`config.mk`:
```
export PLATFORM = sky130hd
export DESIGN_NAME = id_stage
export DESIGN_NICKNAME = d
export VERILOG_FILES = /design/src/rtl/id_stage.sv
export SDC_FILE = /design/constraint.sdc
export NUM_CORES = 2
export LEC_CHECK = 0
export BUFFER_PORTS_ARGS = -buffer_cell sky130_fd_sc_hd__buf_2
export CAP_MARGIN = 20
export CELL_PAD_IN_SITES_DETAIL_PLACEMENT = 0
export CELL_PAD_IN_SITES_GLOBAL_PLACEMENT = 1
export CORE_AREA = 2 2 347 349
export CTS_CLUSTER_SIZE = 14
export DETAILED_ROUTE_END_ITERATION = 10
export DIE_AREA = 0 0 349 351
export PLACE_DENSITY_LB_ADDON = 0.1
export RECOVER_POWER = 100
export SLEW_MARGIN = 20
export SYNTH_ARGS = -nofsm -noshare
export SYNTH_HDL_FRONTEND = slang
export SYNTH_SLANG_ARGS = --single-unit
```
`constraint.sdc`:
```
create_clock -name clk -period 4.7 [get_ports clk]
set_input_delay 0.47 -clock clk [delete_from_list [all_inputs] [get_ports clk]]
set_output_delay 0.47 -clock clk [all_outputs]
set_load 0.01 [all_outputs]
```
`src/rtl/id_stage.sv`:
```
// Decode stage: IF/ID and ID/EX pipeline registers, 32-entry register file,
// main decoder, ID-resolved beq/bne/j and load-use / branch-operand stall.
module id_stage #(
  parameter logic [31:0] NOP_INST = 32'h0000_0000,
  parameter int          RF_DEPTH = 32
) (
  input  logic        clk,
  input  logic        rst,
  input  logic [31:0] if_pc4,
  input  logic [31:0] if_inst,
  input  logic [4:0]  ex_rd,
  input  logic        ex_reg_we,
  input  logic        ex_mem_read,
  input  logic        wb_we,
  input  logic [4:0]  wb_rd,
  input  logic [31:0] wb_data,
  output logic        stall,
  output logic        ctrl_branch,
  output logic [31:0] nid_pc,
  output logic [31:0] ex_pc4,
  output logic [31:0] ex_rs_data,
  output logic [31:0] ex_rt_data,
  output logic [31:0] ex_imm,
  output logic [4:0]  ex_shamt,
  output logic [4:0]  ex_rs,
  output logic [4:0]  ex_rt,
  output logic [4:0]  ex_dst,
  output logic [3:0]  ex_alu_op,
  output logic        ex_alu_src,
  output logic        ex_reg_we_o,
  output logic        ex_mem_read_o,
  output logic        ex_mem_write
);

  localparam logic [5:0] OP_R    = 6'b000000;
  localparam logic [5:0] OP_J    = 6'b000010;
  localparam logic [5:0] OP_BEQ  = 6'b000100;
  localparam logic [5:0] OP_BNE  = 6'b000101;
  localparam logic [5:0] OP_ADDI = 6'b001000;
  localparam logic [5:0] OP_ANDI = 6'b001100;
  localparam logic [5:0] OP_ORI  = 6'b001101;
  localparam logic [5:0] OP_LW   = 6'b100011;
  localparam logic [5:0] OP_SW   = 6'b101011;

  localparam logic [5:0] FUNC_SLL = 6'b000000;
  localparam logic [5:0] FUNC_SRL = 6'b000010;
  localparam logic [5:0] FUNC_SRA = 6'b000011;
  localparam logic [5:0] FUNC_ADD = 6'b100000;
  localparam logic [5:0] FUNC_SUB = 6'b100010;
  localparam logic [5:0] FUNC_AND = 6'b100100;
  localparam logic [5:0] FUNC_OR  = 6'b100101;
  localparam logic [5:0] FUNC_NOR = 6'b100111;
  localparam logic [5:0] FUNC_SLT = 6'b101010;

  // addi/andi/ori reuse the ADD/AND/OR codes; ex_alu_src selects the immediate.
  localparam logic [3:0] INST_TYPE_NONE = 4'd0;
  localparam logic [3:0] INST_TYPE_ADD  = 4'd1;
  localparam logic [3:0] INST_TYPE_SUB  = 4'd2;
  localparam logic [3:0] INST_TYPE_AND  = 4'd3;
  localparam logic [3:0] INST_TYPE_OR   = 4'd4;
  localparam logic [3:0] INST_TYPE_NOR  = 4'd5;
  localparam logic [3:0] INST_TYPE_SLT  = 4'd6;
  localparam logic [3:0] INST_TYPE_SLL  = 4'd7;
  localparam logic [3:0] INST_TYPE_SRL  = 4'd8;
  localparam logic [3:0] INST_TYPE_SRA  = 4'd9;
  localparam logic [3:0] INST_TYPE_LW   = 4'd10;
  localparam logic [3:0] INST_TYPE_SW   = 4'd11;
  localparam logic [3:0] INST_TYPE_BEQ  = 4'd12;
  localparam logic [3:0] INST_TYPE_BNE  = 4'd13;
  localparam logic [3:0] INST_TYPE_J    = 4'd14;

  function automatic logic signed [31:0] sext16(input logic [15:0] v);
    return {{16{v[15]}}, v};
  endfunction

  logic [31:0] ifid_inst_p0;
  logic [31:0] ifid_pc4_p0;
  logic [31:0] rf [RF_DEPTH];

  logic [5:0]  opcode, func;
  logic [4:0]  rs, rt, rd, shamt;
  logic [15:0] imm16;

  assign opcode = ifid_inst_p0[31:26];
  assign rs     = ifid_inst_p0[25:21];
  assign rt     = ifid_inst_p0[20:16];
  assign rd     = ifid_inst_p0[15:11];
  assign shamt  = ifid_inst_p0[10:6];
  assign func   = ifid_inst_p0[5:0];
  assign imm16  = ifid_inst_p0[15:0];

  logic [3:0]  dec_op;
  logic [4:0]  dec_dst;
  logic        dec_we, dec_mr, dec_mw, dec_src, dec_zext;
  logic        use_rs, use_rt, is_beq, is_bne, is_j;

  always_comb begin
    dec_op   = INST_TYPE_NONE;
    dec_dst  = rt;
    dec_we   = 1'b0;
    dec_mr   = 1'b0;
    dec_mw   = 1'b0;
    dec_src  = 1'b0;
    dec_zext = 1'b0;
    use_rs   = 1'b0;
    use_rt   = 1'b0;
    is_beq   = 1'b0;
    is_bne   = 1'b0;
    is_j     = 1'b0;
    case (opcode)
      OP_R: begin
        dec_dst = rd;
        dec_we  = 1'b1;
        use_rs  = 1'b1;
        use_rt  = 1'b1;
        case (func)
          FUNC_ADD: dec_op = INST_TYPE_ADD;
          FUNC_SUB: dec_op = INST_TYPE_SUB;
          FUNC_AND: dec_op = INST_TYPE_AND;
          FUNC_OR:  dec_op = INST_TYPE_OR;
          FUNC_NOR: dec_op = INST_TYPE_NOR;
          FUNC_SLT: dec_op = INST_TYPE_SLT;
          FUNC_SLL: begin dec_op = INST_TYPE_SLL; use_rs = 1'b0; end
          FUNC_SRL: begin dec_op = INST_TYPE_SRL; use_rs = 1'b0; end
          FUNC_SRA: begin dec_op = INST_TYPE_SRA; use_rs = 1'b0; end
          default: begin
            dec_we = 1'b0;
            use_rs = 1'b0;
            use_rt = 1'b0;
          end
        endcase
      end
      OP_ADDI: begin dec_op = INST_TYPE_ADD; dec_we = 1'b1; dec_src = 1'b1; use_rs = 1'b1; end
      OP_ANDI: begin
        dec_op = INST_TYPE_AND; dec_we = 1'b1; dec_src = 1'b1; dec_zext = 1'b1; use_rs = 1'b1;
      end
      OP_ORI: begin
        dec_op = INST_TYPE_OR; dec_we = 1'b1; dec_src = 1'b1; dec_zext = 1'b1; use_rs = 1'b1;
      end
      OP_LW: begin
        dec_op = INST_TYPE_LW; dec_we = 1'b1; dec_mr = 1'b1; dec_src = 1'b1; use_rs = 1'b1;
      end
      OP_SW: begin
        dec_op = INST_TYPE_SW; dec_mw = 1'b1; dec_src = 1'b1; use_rs = 1'b1; use_rt = 1'b1;
      end
      OP_BEQ: begin dec_op = INST_TYPE_BEQ; use_rs = 1'b1; use_rt = 1'b1; is_beq = 1'b1; end
      OP_BNE: begin dec_op = INST_TYPE_BNE; use_rs = 1'b1; use_rt = 1'b1; is_bne = 1'b1; end
      OP_J:   begin dec_op = INST_TYPE_J; is_j = 1'b1; end
      default: ;
    endcase
  end

  logic signed [31:0] imm_sext;
  logic [31:0]        dec_imm;

  assign imm_sext = sext16(imm16);
  assign dec_imm  = dec_zext ? {16'h0000, imm16} : $unsigned(imm_sext);

  // Register file read with same-cycle WB bypass; r0 is always zero.
  logic [31:0] rs_data, rt_data;

  always_comb begin
    rs_data = 32'h0;
    rt_data = 32'h0;
    if (rs != 5'd0) rs_data = (wb_we && wb_rd == rs) ? wb_data : rf[rs];
    if (rt != 5'd0) rt_data = (wb_we && wb_rd == rt) ? wb_data : rf[rt];
  end

  always_ff @(posedge clk) begin
    if (wb_we && wb_rd != 5'd0) rf[wb_rd] <= wb_data;
  end

  logic ld_hit, br_hit, taken;
  logic signed [31:0] br_off;
  logic [31:0] br_target, j_target;

  assign ld_hit = ex_mem_read && ((use_rs && rs == ex_rd) || (use_rt && rt == ex_rd));
  assign br_hit = (is_beq || is_bne) && (rs == ex_rd || rt == ex_rd);
  assign stall  = ex_reg_we && (ex_rd != 5'd0) && (ld_hit || br_hit);

  assign br_off    = imm_sext <<< 2;
  assign br_target = ifid_pc4_p0 + $unsigned(br_off);
  assign j_target  = {ifid_pc4_p0[31:28], ifid_inst_p0[25:0], 2'b00};

  assign taken       = (is_beq && rs_data == rt_data) || (is_bne && rs_data != rt_data) || is_j;
  assign ctrl_branch = taken && !stall;
  assign nid_pc      = !ctrl_branch ? ifid_pc4_p0 : (is_j ? j_target : br_target);

  // IF/ID stage boundary
  always_ff @(posedge clk) begin
    if (!rst) begin
      ifid_inst_p0 <= NOP_INST;
      ifid_pc4_p0  <= 32'h0;
    end else if (!stall) begin
      if (ctrl_branch) begin
        ifid_inst_p0 <= NOP_INST;
        ifid_pc4_p0  <= 32'h0;
      end else begin
        ifid_inst_p0 <= if_inst;
        ifid_pc4_p0  <= if_pc4;
      end
    end
  end

  // ID/EX stage boundary
  always_ff @(posedge clk) begin
    if (!rst) begin
      ex_pc4        <= 32'h0;
      ex_rs_data    <= 32'h0;
      ex_rt_data    <= 32'h0;
      ex_imm        <= 32'h0;
      ex_shamt      <= 5'd0;
      ex_rs         <= 5'd0;
      ex_rt         <= 5'd0;
      ex_dst        <= 5'd0;
      ex_alu_op     <= INST_TYPE_NONE;
      ex_alu_src    <= 1'b0;
      ex_reg_we_o   <= 1'b0;
      ex_mem_read_o <= 1'b0;
      ex_mem_write  <= 1'b0;
    end else begin
      ex_pc4        <= ifid_pc4_p0;
      ex_rs_data    <= rs_data;
      ex_rt_data    <= rt_data;
      ex_imm        <= dec_imm;
      ex_shamt      <= shamt;
      ex_rs         <= rs;
      ex_rt         <= rt;
      ex_dst        <= dec_dst;
      ex_alu_op     <= stall ? INST_TYPE_NONE : dec_op;
      ex_alu_src    <= stall ? 1'b0 : dec_src;
      ex_reg_we_o   <= stall ? 1'b0 : dec_we;
      ex_mem_read_o <= stall ? 1'b0 : dec_mr;
      ex_mem_write  <= stall ? 1'b0 : dec_mw;
    end
  end

endmodule
```
# Word-level counts from Yosys, hierarchy flattened
# Memories as Yosys holds them, arrays and structs flattened. A register that Yosys moved wholly into a read port is not among the register bits.
# Index checks and enable logic that the tools add are counted.
[word_totals]
output_inout_bits = 190
mem_bits_rw = 1024
inputBits = 111
word_cells = 104
n_memories = 1
ff_bits = 205
[memory_table]
columns = ["name", "depth", "word_bits", "read_ports", "rd_ports_with_merged_regs", "wr", "line", "source"]
rows = [
  ["rf", 32, 32, 2, 2, 1, "78", "logic [31:0] rf [RF_DEPTH];"],
]
[op_classes]
bitwise_logic = 1
eq_ne = 22
n_reduce_logical = 34
muxes = 29
addsub = 1
[op_table]
columns = ["op", "count"]
rows = [
  ["32-bit 2-to-1 mux", 8],
  ["4-bit one-hot mux with 9 select lines", 2],
  ["6-bit equality test (second input constant)", 8],
  ["32-bit adder", 1],
  ["32-bit equality test", 1],
  ["32-bit != test", 1],
  ["5-bit 2-to-1 mux", 5],
  ["5-bit equality test", 4],
  ["5-bit nonzero test", 4],
  ["6-bit by 2-bit equality test with 1-bit output (second input constant)", 3],
  ["6-bit by 4-bit equality test with 1-bit output (second input constant)", 3],
  ["6-bit by 3-bit equality test with 1-bit output (second input constant)", 2],
  ["1-bit logical AND", 12],
  ["6-bit zero test", 2],
  ["1-bit 2-to-1 mux", 11],
  ["9-bit OR reduction", 1],
  ["7-bit OR reduction", 1],
  ["1-bit logical OR", 6],
  ["1-bit one-hot mux with 2 select lines", 3],
  ["2-bit OR reduction", 3],
  ["6-bit OR reduction", 1],
  ["5-bit OR reduction", 1],
  ["4-bit OR reduction", 1],
  ["3-bit OR reduction", 1],
  ["2 further kinds", 2],
]

# Longest topological paths before layout
[depth]
word_depth = 14
depth_mapped = 19
depth_no_buf = 15

# Worst setup path after synthesis
# Ideal clock, no wire load.
[synth_path]
path_kind = "register to output"
from = "register with a tool-made name"
to = "output nid_pc[10]"
path_buffers = 5
arrival_time_ns = 4.154
setup_slack_ns = 0.076
path_stages_with_launch = 18
required_ns = 4.230
path_cell_list = "dfxtp_1 > buf_4 > buf_6 > buf_4 > buf_2 > mux4_2 > a22oi_1 > nand2_1 > o22ai_1 > nor2_1 > xor2_1 > nor4_1 > nand4_1 > nor4_2 > mux2i_1 > buf_2 > mux2_2 > o21ai_0"
[synth_rtl]
columns = ["element", "line", "source"]
rows = [
  ["end: declaration", "19", "output logic [31:0] nid_pc,"],
]

==> metrics.md <==
| Metric | Value |
|---|---|
| Mux cell area share after synthesis | 0.227 |
| Yosys cell types | 69 |
| Depth of the most critical reg-to-reg path | 23 |
| Dpl ws | -1.41 ns |
| Root Driver | clkbuf_16 |
| Fin. Hold Viols | 0 |
| FFs w/ async S/R, synth | 0 |
| FF+latch area | 0.0350 mm^2 |
| Most frequent cells in the layout | edfxtp_1, mux4_2, buf_4, clkbuf_1, dfxtp_1 |
| Status | finished with violations |
| Initial Util | 0.476 |
| Compound-cell area share of the yosys netlist | 0.0649 |
| CTS tree | done |
| Final period utilization | 1.25 |
| CORE AREA | 0.119 mm^2 |
| Worst setup EP type | primary output |
| DR vias | 38400 |
| Leading cell type in the layout, fill and taps excluded | edfxtp_1 |
| Fin area | 0.0698 mm^2 |
| RSZ-0062 raised after global routing | true |
| H-tree Lvls | 4 |
| Layout cells sized above 1 | 0.334 |
| Fillers | 9061 |
| Clock Tree Buf Depth | 3 |
| Detailed placement HPWL | 125000 um |
| Number of synthesized flops with an enable pin | 1024 |
| DR WL/cell | 34.9 um |
| Sequential share of power | 0.454 |
| FP Rows | 127 |
| Max Clk Rate | 170 MHz |
| # IOs | 301 |
| Clock group share of total power | 0.399 |
| Maxcap violations | 52 |
| Primary FF master, synth | edfxtp_1 |
| Crit path time final | 5.89 ns |
| Number of buffers created by CTS | 136 |
| Comb pwr share | 0.147 |
| Setup WS post-layout | -1.19 ns |
| Busiest layer in global routing | met2 |
| Worst setup path class | reg2out |
| Post-Synth XOR/XNOR Area | 0.0114 |
| Worst Path Max Fanout | 6 |
| DRT Wirelength | 203000 um |
| Switching share of total power | 0.251 |
| Final setup viols | 105 |
| Required @ worst endpoint | 4.23 ns |
| Slew @ Worst Pin | 4.06 ns |
| Syn Area/Cell | 16.9 um^2 |
| DP Area | 0.0634 mm^2 |
| Cells after synthesis | 3352 |
| Failing checks | capacitance limit, slew limit, setup timing |
| Type of the most critical hold path | in2reg |
| Die Width | 349 um |
| Overall power | 27000 uW |
| Area of the multi-input gates | 0.0210 mm^2 |
| Adder-cell share of the synthesized area | 0.00675 |
| #FFs+latches synth | 1234 |
| DRC viols | 0 |
| Post-Synth Simple-Gate Area | 0.0481 |
| Largest net degree at the start of global routing | 59 |
| Hold Path Origin | wb_data[17] |
| Nets | 4268 |
| Clock latency on the worst-skew pair | 0.76 ns |
| Cell internal pwr | 20200 uW |
| Global route total overflow | 0 |
| Power Dens Cells | 387 mW/mm^2 |
| Initial antenna violation count | 14 |
| Drt initial violations | 5040 |
| Global Route met1 Usage | 0.446 |
| Worst relative slew slack | -1.71 |
| Clock skew | 0.0326 ns |
| Antenna-violating nets left | 0 |
| Met3 global-route usage | 0.0742 |
| Largest family of logic cells by synthesized area | multiplexers |
| Placer Congestion | 0.891 |
| Clock sinks | 1234 |
| Die Y | 351 um |
| Worst Hold Path EP | ex_rs_data[17]$_SDFF_PN0_ |
| Vias in the first global route | 38500 |
| NetSw | 6780 uW |
| Die Area | 0.122 mm^2 |
| First-pass GRT wire length | 283000 um |
| Global-route usage over all layers | 0.329 |
| CTS clk-pin slew, worst paths | 0.06 ns |
| DRT Pass-1 Iters | 5 |
| Area Overhead vs Synth | 23.1% |
| Leak pwr | 0.0236 uW |
| Worst vdd ir | 0.377 mV |
| Crit path DAT | 5.42 ns |
| Startpoint Class | flop |
| YS warnings | 0 |
| Reg-to-reg slack, setup | -0.25 ns |
| Synthesized cell area | 0.0567 mm^2 |
| Max-slew violation count | 1019 |
| Via density | 6.62 |
| Hold Path Stages | 3 |
| Met2 GRT Util | 0.514 |
| Port bufs | 300 |
| Sequential fraction of the synthesis area | 0.616 |
Yosys cell counts (5+ instances only):
| cell type | instances | area share |
|---|---|---|
| edfxtp_1 | 1024 | 0.54 |
| mux4_2 | 510 | 0.20 |
| dfxtp_1 | 210 | 0.074 |
| nor2_1 | 166 | 0.011 |
| mux2i_1 | 128 | 0.023 |
| clkbuf_1 | 120 | 0.0079 |
| nand2_1 | 109 | 0.0072 |
| a22oi_1 | 86 | 0.011 |
| o21ai_0 | 84 | 0.0074 |
| and2_1 | 80 | 0.0088 |
| a22o_1 | 67 | 0.010 |
| o22ai_1 | 67 | 0.0074 |
| buf_2 | 63 | 0.0056 |
| a21oi_1 | 59 | 0.0052 |
| nor3_1 | 51 | 0.0045 |
| xnor2_1 | 46 | 0.0071 |
| buf_4 | 38 | 0.0050 |
| a221oi_1 | 31 | 0.0048 |
| ha_1 | 29 | 0.0064 |
| nor2b_1 | 28 | 0.0031 |
| nor4_1 | 28 | 0.0031 |
| xor2_1 | 28 | 0.0043 |
| buf_1 | 26 | 0.0017 |
| nand2b_1 | 24 | 0.0026 |
| o211ai_1 | 23 | 0.0030 |
| inv_1 | 20 | 0.0013 |
| a21o_1 | 19 | 0.0025 |
| buf_6 | 18 | 0.0036 |
| nand3_1 | 16 | 0.0014 |
| a211oi_1 | 13 | 0.0017 |
| nand4_1 | 12 | 0.0013 |
| a221o_1 | 11 | 0.0019 |
| mux2_2 | 9 | 0.0018 |
| o21a_1 | 9 | 0.0012 |
| or2_2 | 9 | 0.00099 |
| a31oi_1 | 8 | 0.00088 |
| or3_1 | 7 | 0.00077 |
| nor3b_1 | 6 | 0.00079 |
| a21boi_0 | 5 | 0.00066 |
| o31ai_1 | 5 | 0.00066 |
sequential cells by signal, summed over array words and instances, names as in the netlist, 17 cells and up, named ones only:
signal / cells
ifid_pc4_p0: 32
ifid_inst_p0: 32
ex_rs_data: 32
rf: 1024
ex_imm: 17
ex_pc4: 32
ex_rt_data: 32
layer usage:
metal | vias to the layer above | share of wire
li1 | 15400 | -
met1 | 20000 | 0.38
met2 | 2481 | 0.47
met3 | 488 | 0.11
met4 | 4 | 0.043
met5 | - | 0.00013
worst max-delay path, stage by stage, from the launching register on:
cell,delay [ns]
dfxtp_4,0.40
buf_12,0.16
buf_12,0.15
buf_12,0.11
buf_16,0.11
buf_4,0.12
mux4_2,0.50
mux2i_2,0.21
a21oi_2,0.08
o22ai_2,0.12
nor2_1,0.09
xor2_1,0.21
nor4_4,0.45
nand4_1,0.26
buf_4,0.23
nor4_4,0.18
buf_4,0.18
mux2i_4,0.07
buf_12,0.15
nor2_1,0.39
buf_4,0.23
a21o_1,0.12
buf_2,0.12
logic make-up (layout without fill, tap and decap cells):
group,after synthesis,after routing
AND/OR/NAND/NOR,553,553
flip-flops,1234,1234
AO/OA/AOI/OAI,525,525
adder cells (fa/ha/maj),30,30
XOR/XNOR,74,74
multiplexers,647,647
other,1,42
buffers and inverters,288,1144
how the worst max path moves through the flow:
stage	startpoint	end	slack [ns]	depth (start not counted)
global placement	wb_rd[4]	nid_pc[9]	-1.42	20
finish	flop	nid_pc[5]	-1.19	22
detailed placement	wb_rd[4]	nid_pc[4]	-1.41	20
floorplan	flop	nid_pc[10]	0.08	17
CTS	flop	nid_pc[14]	-1.13	22
global route	flop	nid_pc[3]	-1.25	22
power groups by stage:
stage / sequential, uW / clock [uW] / combinational (uW)
after floorplan: 12500 / 0 / 1890
after global placement: 12500 / 0 / 3530
after detailed placement: 12500 / 0 / 3560
after CTS: 12300 / 10900 / 3920
after global routing: 12300 / 11300 / 4150
final: 12300 / 10800 / 3980
through the flow:
stage	TNS, ns	instances	hold slack [ns]	util
6_report	-47.76	5797	0.130	0.586
5_1_grt	-57.41	5795	0.110	0.586
4_1_cts	-43.27	5764	0.00855	0.590
3_5_place_dp	-134.91	5385	0.474	0.533
3_3_place_gp	-134.89	5385	0.464	0.533
2_1_floorplan	0	3383	0.443	-
final cells by class:
type,instances,share of cell area
Inverter,23,0.00124
Antenna cell,10,0.000359
Clock buffer,187,0.0562
Sequential cell,1234,0.501
Multi-Input combinational cell,1861,0.301
Clock inverter,63,0.00819
Timing Repair Buffer,871,0.104
Tap cell,1548,0.0278
timing repair:
action,CTS,global route
endpoints found under the hold margin,79,0
buffers inserted,45,21
resized for setup,129,45
hold buffers,66,0
setup endpoints to repair,105,105
cloned,18,5
pin swaps,28,13
No activity file was read; power rests on OpenSTA's default activity.
